<file path="src/rtl/if_prefetch_queue_pkg.sv">
// Shared definitions for the instruction prefetch queue: data width, NOP
// encoding, queue entry layout and counter sizing.
package if_prefetch_queue_pkg;

  localparam int XLEN = 32;
  localparam logic [XLEN-1:0] NOP = 32'h0000_0013;

  typedef struct packed {
    logic [XLEN-1:0] pc;
    logic [XLEN-1:0] instr;
  } entry_t;

  // Occupancy counters must represent the value DEPTH itself, hence the extra bit.
  function automatic int cnt_w(input int depth);
    return $clog2(depth) + 1;
  endfunction

endpackage

</file>
<file path="src/rtl/if_prefetch_queue_fifo.sv">
// In-order {pc, instr} buffer: registered storage, synchronous clear, no
// write-to-head bypass, so a pushed entry becomes visible the next cycle.
module pc_instr_fifo
  import if_prefetch_queue_pkg::*;
#(
  parameter int DEPTH = 4
) (
  input  logic                     clk,
  input  logic                     rst,
  input  logic                     clr_i,
  input  logic                     push_i,
  input  entry_t                   push_dat_i,
  input  logic                     pop_i,
  output entry_t                   head_o,
  output logic [cnt_w(DEPTH)-1:0]  count_o
);

  localparam int AW = $clog2(DEPTH);
  localparam int CW = cnt_w(DEPTH);

  entry_t          mem_q [DEPTH];
  logic [AW-1:0]   wr_ptr_q, wr_ptr_d;
  logic [AW-1:0]   rd_ptr_q, rd_ptr_d;
  logic [CW-1:0]   count_q, count_d;

  always_comb begin
    wr_ptr_d = wr_ptr_q;
    rd_ptr_d = rd_ptr_q;
    count_d  = count_q;
    if (clr_i) begin
      wr_ptr_d = '0;
      rd_ptr_d = '0;
      count_d  = '0;
    end else begin
      if (push_i) wr_ptr_d = wr_ptr_q + AW'(1);
      if (pop_i)  rd_ptr_d = rd_ptr_q + AW'(1);
      count_d = count_q + CW'(push_i) - CW'(pop_i);
    end
  end

  always_ff @(posedge clk or posedge rst) begin
    if (rst) begin
      wr_ptr_q <= '0;
      rd_ptr_q <= '0;
      count_q  <= '0;
    end else begin
      wr_ptr_q <= wr_ptr_d;
      rd_ptr_q <= rd_ptr_d;
      count_q  <= count_d;
    end
  end

  // Payload storage needs no reset; validity is tracked by count_q alone.
  always_ff @(posedge clk) begin
    if (push_i && !clr_i) mem_q[wr_ptr_q] <= push_dat_i;
  end

  assign head_o  = mem_q[rd_ptr_q];
  assign count_o = count_q;

endmodule

</file>
<file path="src/rtl/if_prefetch_queue.sv">
// Sequential instruction prefetcher feeding IF/ID: credit-limited requests,
// in-order response queue, and flush of queued/in-flight fetches on redirect.
module if_prefetch_queue
  import if_prefetch_queue_pkg::*;
#(
  parameter int              DEPTH    = 4,
  parameter logic [XLEN-1:0] RESET_PC = 32'h0000_0000
) (
  input  logic            clk,
  input  logic            reset,
  input  logic            redirect,
  input  logic [XLEN-1:0] redirect_pc,
  input  logic            IFWrite,
  output logic [XLEN-1:0] Instruction_if,
  output logic [XLEN-1:0] PC,
  output logic            if_valid,
  output logic            imem_req,
  output logic [XLEN-1:0] imem_addr,
  input  logic            imem_gnt,
  input  logic            imem_rvalid,
  input  logic [XLEN-1:0] imem_rdata
);

  localparam int            CW      = cnt_w(DEPTH);
  localparam logic [CW:0]   DEPTH_C = (CW+1)'(DEPTH);

  logic [XLEN-1:0] fetch_pc_q, fetch_pc_d;
  logic [XLEN-1:0] resp_pc_q, resp_pc_d;
  logic [CW-1:0]   inflight_q, inflight_d;
  logic [CW-1:0]   discard_q, discard_d;
  logic [CW-1:0]   count;
  logic            grant, stale, push, pop;
  entry_t          head;
  entry_t          push_dat;

  // Queue slots and outstanding requests share one credit pool.
  assign imem_req  = !reset && !redirect &&
                     (({1'b0, count} + {1'b0, inflight_q}) < DEPTH_C);
  assign imem_addr = fetch_pc_q;
  assign grant     = imem_req && imem_gnt;
  assign stale     = imem_rvalid && (discard_q != '0);
  assign push      = imem_rvalid && !stale && !redirect;
  assign if_valid  = (count != '0);
  assign pop       = if_valid && IFWrite && !redirect;
  assign push_dat  = '{pc: resp_pc_q, instr: imem_rdata};

  always_comb begin
    fetch_pc_d = fetch_pc_q;
    resp_pc_d  = resp_pc_q;
    inflight_d = inflight_q;
    discard_d  = discard_q;
    if (redirect) begin
      fetch_pc_d = redirect_pc & ~32'h3;
      resp_pc_d  = redirect_pc & ~32'h3;
      // Everything still owed, minus a response consumed this cycle, becomes stale.
      discard_d  = discard_q + inflight_q - CW'(imem_rvalid);
      inflight_d = '0;
    end else begin
      if (grant) fetch_pc_d = fetch_pc_q + 32'd4;
      if (push)  resp_pc_d  = resp_pc_q + 32'd4;
      if (stale) discard_d  = discard_q - CW'(1);
      inflight_d = inflight_q + CW'(grant) - CW'(imem_rvalid && !stale);
    end
  end

  always_ff @(posedge clk or posedge reset) begin
    if (reset) begin
      fetch_pc_q <= RESET_PC;
      resp_pc_q  <= RESET_PC;
      inflight_q <= '0;
      discard_q  <= '0;
    end else begin
      fetch_pc_q <= fetch_pc_d;
      resp_pc_q  <= resp_pc_d;
      inflight_q <= inflight_d;
      discard_q  <= discard_d;
    end
  end

  pc_instr_fifo #(.DEPTH(DEPTH)) u_fifo (
    .clk        (clk),
    .rst        (reset),
    .clr_i      (redirect),
    .push_i     (push),
    .push_dat_i (push_dat),
    .pop_i      (pop),
    .head_o     (head),
    .count_o    (count)
  );

  assign Instruction_if = if_valid ? head.instr : NOP;
  assign PC             = if_valid ? head.pc    : fetch_pc_q;

endmodule

</file>
<file path="config.mk">
export PLATFORM = sky130hd
export DESIGN_NAME = if_prefetch_queue
export DESIGN_NICKNAME = d
export VERILOG_FILES = /design/src/rtl/if_prefetch_queue_pkg.sv /design/src/rtl/if_prefetch_queue_fifo.sv /design/src/rtl/if_prefetch_queue.sv
export SDC_FILE = /design/constraint.sdc
export NUM_CORES = 1
export LEC_CHECK = 0
export BUFFER_PORTS_ARGS = -buffer_cell sky130_fd_sc_hd__buf_2
export CAP_MARGIN = 0
export CORE_UTILIZATION = 45
export CTS_CLUSTER_SIZE = 20
export DETAILED_ROUTE_END_ITERATION = 8
export PLACE_DENSITY = 0.75
export SYNTH_ARGS = -nofsm -noshare
export SYNTH_HDL_FRONTEND = slang
export SYNTH_HIERARCHICAL = 1
export SYNTH_SLANG_ARGS = --single-unit
</file>
<file path="constraint.sdc">
create_clock -name clk -period 9.9 [get_ports clk]
set_input_delay 0.495 -clock clk [delete_from_list [all_inputs] [get_ports clk]]
set_output_delay 0.495 -clock clk [all_outputs]
set_load 0.01 [all_outputs]
</file>
======== Word-level counts from Yosys, hierarchy flattened ========
Memory sizes are Yosys's and may differ from the RTL's.
Cells that the tools add are included.
operators by class
  add/sub/neg operators ................... 12
  order comparisons ....................... 1
  muxes and demuxes ....................... 16
  reduce and logical (&&, ||, !) cells .... 18
operator list
  cell                     number
  $mux W32                 6
  $add A32 B3 Y32 const B  2
  $mux W3                  4
  $logic_and A1 B1 Y1      9
  $sub A3 B1 Y3            3
  $mux W2                  4
  $reduce_bool A2 Y1       4
  $add A3 B1 Y3            2
  $reduce_bool A3 Y1       2
  $add A2 B1 Y2 const B    2
  $add A3 B3 Y4            1
  $lt A4 B3 Y1 const B     1
  $add A3 B3 Y3            1
  $logic_not A1 Y1         3
  $sub A3 B1 Y3 const B    1
  $mux W1                  2
storage, ports and cells
  flip-flop bits (word level) ............. 77
  bits in writable memories ............... 256
  input port bits ......................... 70
  output and inout port bits .............. 98
  logic and storage cells ................. 55
  memories kept ........................... 1
memories
  memory        words  bits a word  read ports  clocked after memory_dff  wr ports  RTL line                      source
  u_fifo.mem_q  4      64           1           0                         1         if_prefetch_queue_fifo.sv:21  entry_t mem_q [DEPTH];

======== Depth between registers and ports, before layout ========
  depth after elaboration ................. 8
  mapped depth ............................ 12

======== Hierarchy ========
The synthesis kept the hierarchy.
by module, submodules not included
  module             times used  cells an instance  area an instance (µm²)  sequential area each (µm²)
  pc_instr_fifo      1           373                9,691.8                 7,862.5
  if_prefetch_queue  1           485                4,494.3                 1,651.6

======== Worst setup path before layout ========
Ideal clock, no wire load.
  path kind ............................... input -> register
  start ................................... input reset
  end ..................................... register inflight_q[2]
  setup time .............................. 0.130 ns
  arrival ................................. 3.743 ns
  required time ........................... 9.770 ns
  path slack .............................. 6.027 ns
  stages .................................. 11
  path buffers ............................ 1
  cell sequence ........................... inv_1 > and4_4 > inv_2 > clkbuf_1 > ha_1 > inv_1 > ha_1 > inv_1 > fa_1 > xnor2_1 > nor2_1
between the ends
  word-level cells in the longest chain between the ends .. 7
ends and longest elaborated chain
  what                               RTL line                 source
  start, declared                    if_prefetch_queue.sv:10  input logic reset,
  $logic_not A1 Y1 (no source line)  --
  $logic_and A1 B1 Y1 (2 in a row)   if_prefetch_queue.sv:37  assign imem_req = !reset && !redirect &&
  $logic_and A1 B1 Y1                if_prefetch_queue.sv:40  assign grant = imem_req && imem_gnt;
  $add A3 B1 Y3                      if_prefetch_queue.sv:62  inflight_d = inflight_q + CW'(grant) - CW'(imem_rvalid && !stale);
  $sub A3 B1 Y3                      if_prefetch_queue.sv:62
  $mux W3                            if_prefetch_queue.sv:52  if (redirect) begin
  net inflight_d[2]                  if_prefetch_queue.sv:29  logic [CW-1:0] inflight_q, inflight_d;
  end signal, assigned               if_prefetch_queue.sv:75  inflight_q <= inflight_d;
  end, declared                      if_prefetch_queue.sv:29
The timed path passes the listed nets, and every way through them passes these cells.
A chain may end at the register's enable or synchronous reset.

==> impl_metrics.yaml <==
run_status:
  status: "complete, but fails checks"
  violations: "design-rule violations"
clocking:
  htreeDepth: 2
  clock-sinks: 329
  worstSkewPairLatency_ps: 520
  path_clk_slew_ps: 60
  tritoncts: "done"
  root_buffer: "clkbuf_16"
  cts_buffers: 35
  cts_buffer_depth: 3
  cts.repair.resized: 0
setup_path:
  critical_path_class: "reg -> out"
  crit_fanout: 35
  critPathLaunch: "u_fifo/rd_ptr_q[0]"
  setup.worst_path.end_class: "output port"
  regToRegEndpoint: "u_fifo/mem_q[0][2]"
  worstPathCellList: "buf_4 -> mux4_2 -> mux2_2 -> buf_2"
  cp.required_ps: 9410
  cp_top_family: "flip-flops"
  cp_num_cells: 4
  worst_path_max_delay_cell: "dfrtp_4"
  rr_startpoint: "discard_q[0]"
  crit_end: "PC[16]"
  cp_num_buf_inv: 2
  cp.arrival_ps: 3200
  crit_path_start_kind: "flip-flop"
  rrSetupSlack_ps: 6740
  reg2reg_depth: 7
  cpPeakStageDelay_ps: 940
floorplan:
  core_area_mm2: 0.03083
  fp.dieW_um: 179.6
  io_pins: 168
  rows: 64
  die-area_mm2: 0.03224
  initial_core_util_pct: 46.01
  dieHeight_um: 179.6
synthesis:
  yosysWarnings: 6
  async_flop_share_pct: 22.19
  synth_edf_count: 256
  netlist_area_mm2: 0.01419
  post-synth-top-count-cell: "edfxtp_1"
  synth_flop_cell: "edfxtp_1"
  ys_types: 58
  yosysSeqAreaShare_pct: 67.07
  netlist_top_cells_count: "256 x edfxtp_1, 73 x dfrtp_1, 64 x mux4_2, 52 x nand2_1, 39 x o21ai_0"
  synthCells: 858
  syn_area_per_cell_um2: 16.53
  synth_area_leaders: "edfxtp_1 54%, dfrtp_1 13%, mux4_2 10%, mux2_2 3.0%, and2_1 1.6%"
  synth_top_area_share_pct: 54.19
  ys_seq_elements: 329
  yosys.area.top_type: "edfxtp_1"
layout:
  drive_gt1_share_pct: 33.30
  diodes: 0
  area_delta_synth_final_pct: 15.70
  final_nets: 1126
  fill_cells: 2482
detailed_routing:
  viasPerCell: 5.589
  antenna_left: 0
  wl_per_cell_um: 21.11
  drt-initial-drc-count: 529
  dr.pass1.iters: 7
  drc: 15
  vias: 8155
  wl_mm: 30.81
power:
  leakagePower_nw: 5.938
  power_density_mw_per_mm2: 220.7
  peakVddDrop_mv: 0.1776
sta:
  hold_ws_ps: 197.8
  rsz0062_at_grt: "no"
  finalHoldViolCount: 0
  setup_viol: 0
  worstMarginPinSlew_ps: 1281
  fin_crit_ps: 3691
  max_freq_ghz: 0.2709
  fin_crit_sh_pct: 37.28
  relSlewSlack_pct: 14.26
  setup-tns-final_ps: 0
  slew_viol_final: 0
  skew_ps: 30.35
min_path:
  worstHoldPathType: "in -> reg"
global_routing:
  grt_pass1_wl_mm: 47.96
  antenna_found_initial: 0
  overflow: 0
  grt_max_degree: 70
  grt_usage_pct: 19.46
  grt_pass1_vias: 8387
placed_design:
  place_hpwl_mm: 18.61
  routabilityCongestion: 0.7895
  port_buffers: 163
run:
  maxCapViolations: 0
[flip-flops by register name, summed over array words and instances, names as in the netlist]
name             flops
resp_pc_q           30
u_fifo/wr_ptr_q      2
imem_addr           30
u_fifo/mem_q       256
inflight_q           3
u_fifo/rd_ptr_q      2
u_fifo/count_o       3
discard_q            3
[cell families (layout without fill, tap and decap cells)]
family | after synthesis | after routing | share of synthesized area [%]
fa+ha+maj | 20 | 20 | 1.923
buf+inv | 65 | 261 | 2.699
simple gates | 211 | 211 | 8.511
compound gates | 86 | 86 | 3.757
xor+xnor | 41 | 41 | 2.628
other cells | 1 | 10 | 0.02643
mux | 105 | 105 | 13.39
flops | 329 | 329 | 67.07
[power breakdown]
group	internal [W]	leakage, nW	switching, W	total (W)
clock network	0.000707	0.536	0.000525	0.00123
registers	0.00156	3.20	0.000101	0.00166
logic	0.000359	2.20	0.000376	0.000735
total	0.00262	5.94	0.00100	0.00362
[area by class of cell]
cell class / instances / area, µm² / area share [%]
Clock inverter: 19 / 140.1 / 0.8538
Sequential cell: 329 / 9519 / 58.00
Tap cell: 396 / 495.5 / 3.019
Inverter: 25 / 93.84 / 0.5717
Timing Repair Buffer: 172 / 885.9 / 5.397
Multi-Input combinational cell: 473 / 4334 / 26.41
Clock buffer: 45 / 944.7 / 5.755
[worst min-delay path by stage]
stage / cells after the start / slack [ps] / from / to
2_1_floorplan: 1 / 300 / reset / u_fifo/count_o[0]
3_3_place_gp: 2 / 460 / reset / u_fifo/count_o[2]
3_5_place_dp: 2 / 470 / reset / u_fifo/count_o[2]
4_1_cts: 1 / 180 / imem_rdata[1] / u_fifo/mem_q[2][1]
5_1_grt: 1 / 180 / imem_rdata[20] / u_fifo/mem_q[2][20]
6_report: 1 / 200 / imem_rdata[1] / u_fifo/mem_q[2][1]
[cells in the final DEF (no fill, tap or decap), drive strengths merged, types with 9 or more instances in the layout]
master and count:
edfxtp 256, buf 171, dfrtp 73, mux4 64, nand2 52, clkbuf 45, o21ai 44, mux2 38
and2 38, nand3 30, nor2 28, inv 27, xor2 22, nand4 22, xnor2 18, ha 17
clkinv 15, o211ai 13, conb 10, a21oi 9, o311ai 9
[per-stage QoR]
stage	utilization, %	cells	total power, W	setup WS [ps]	instance area, µm²
2_1_floorplan	-	867	0.002174	6027	14220
5_1_grt	53.24	1459	0.003779	5967	16410
6_report	53.24	1459	0.003623	6209	16410
3_3_place_gp	49.69	1394	0.002411	6302	15320
3_5_place_dp	49.69	1394	0.002427	6303	15320
4_1_cts	53.24	1459	0.003662	6064	16410
[layer usage]
layer,vias to the layer above,routed length [µm],track usage [%]
met1,4135,13310,26.29
met3,75,1588,3.181
met2,269,14880,31.83
met4,0,1028,7.483
li1,3676,-,-
met5,-,0,0
[repair_timing]
item	CTS	global route
hold buffers	1	0
setup buffers	0	0
hold endpoints to repair	7	0
(Power assumes the default switching activity.)
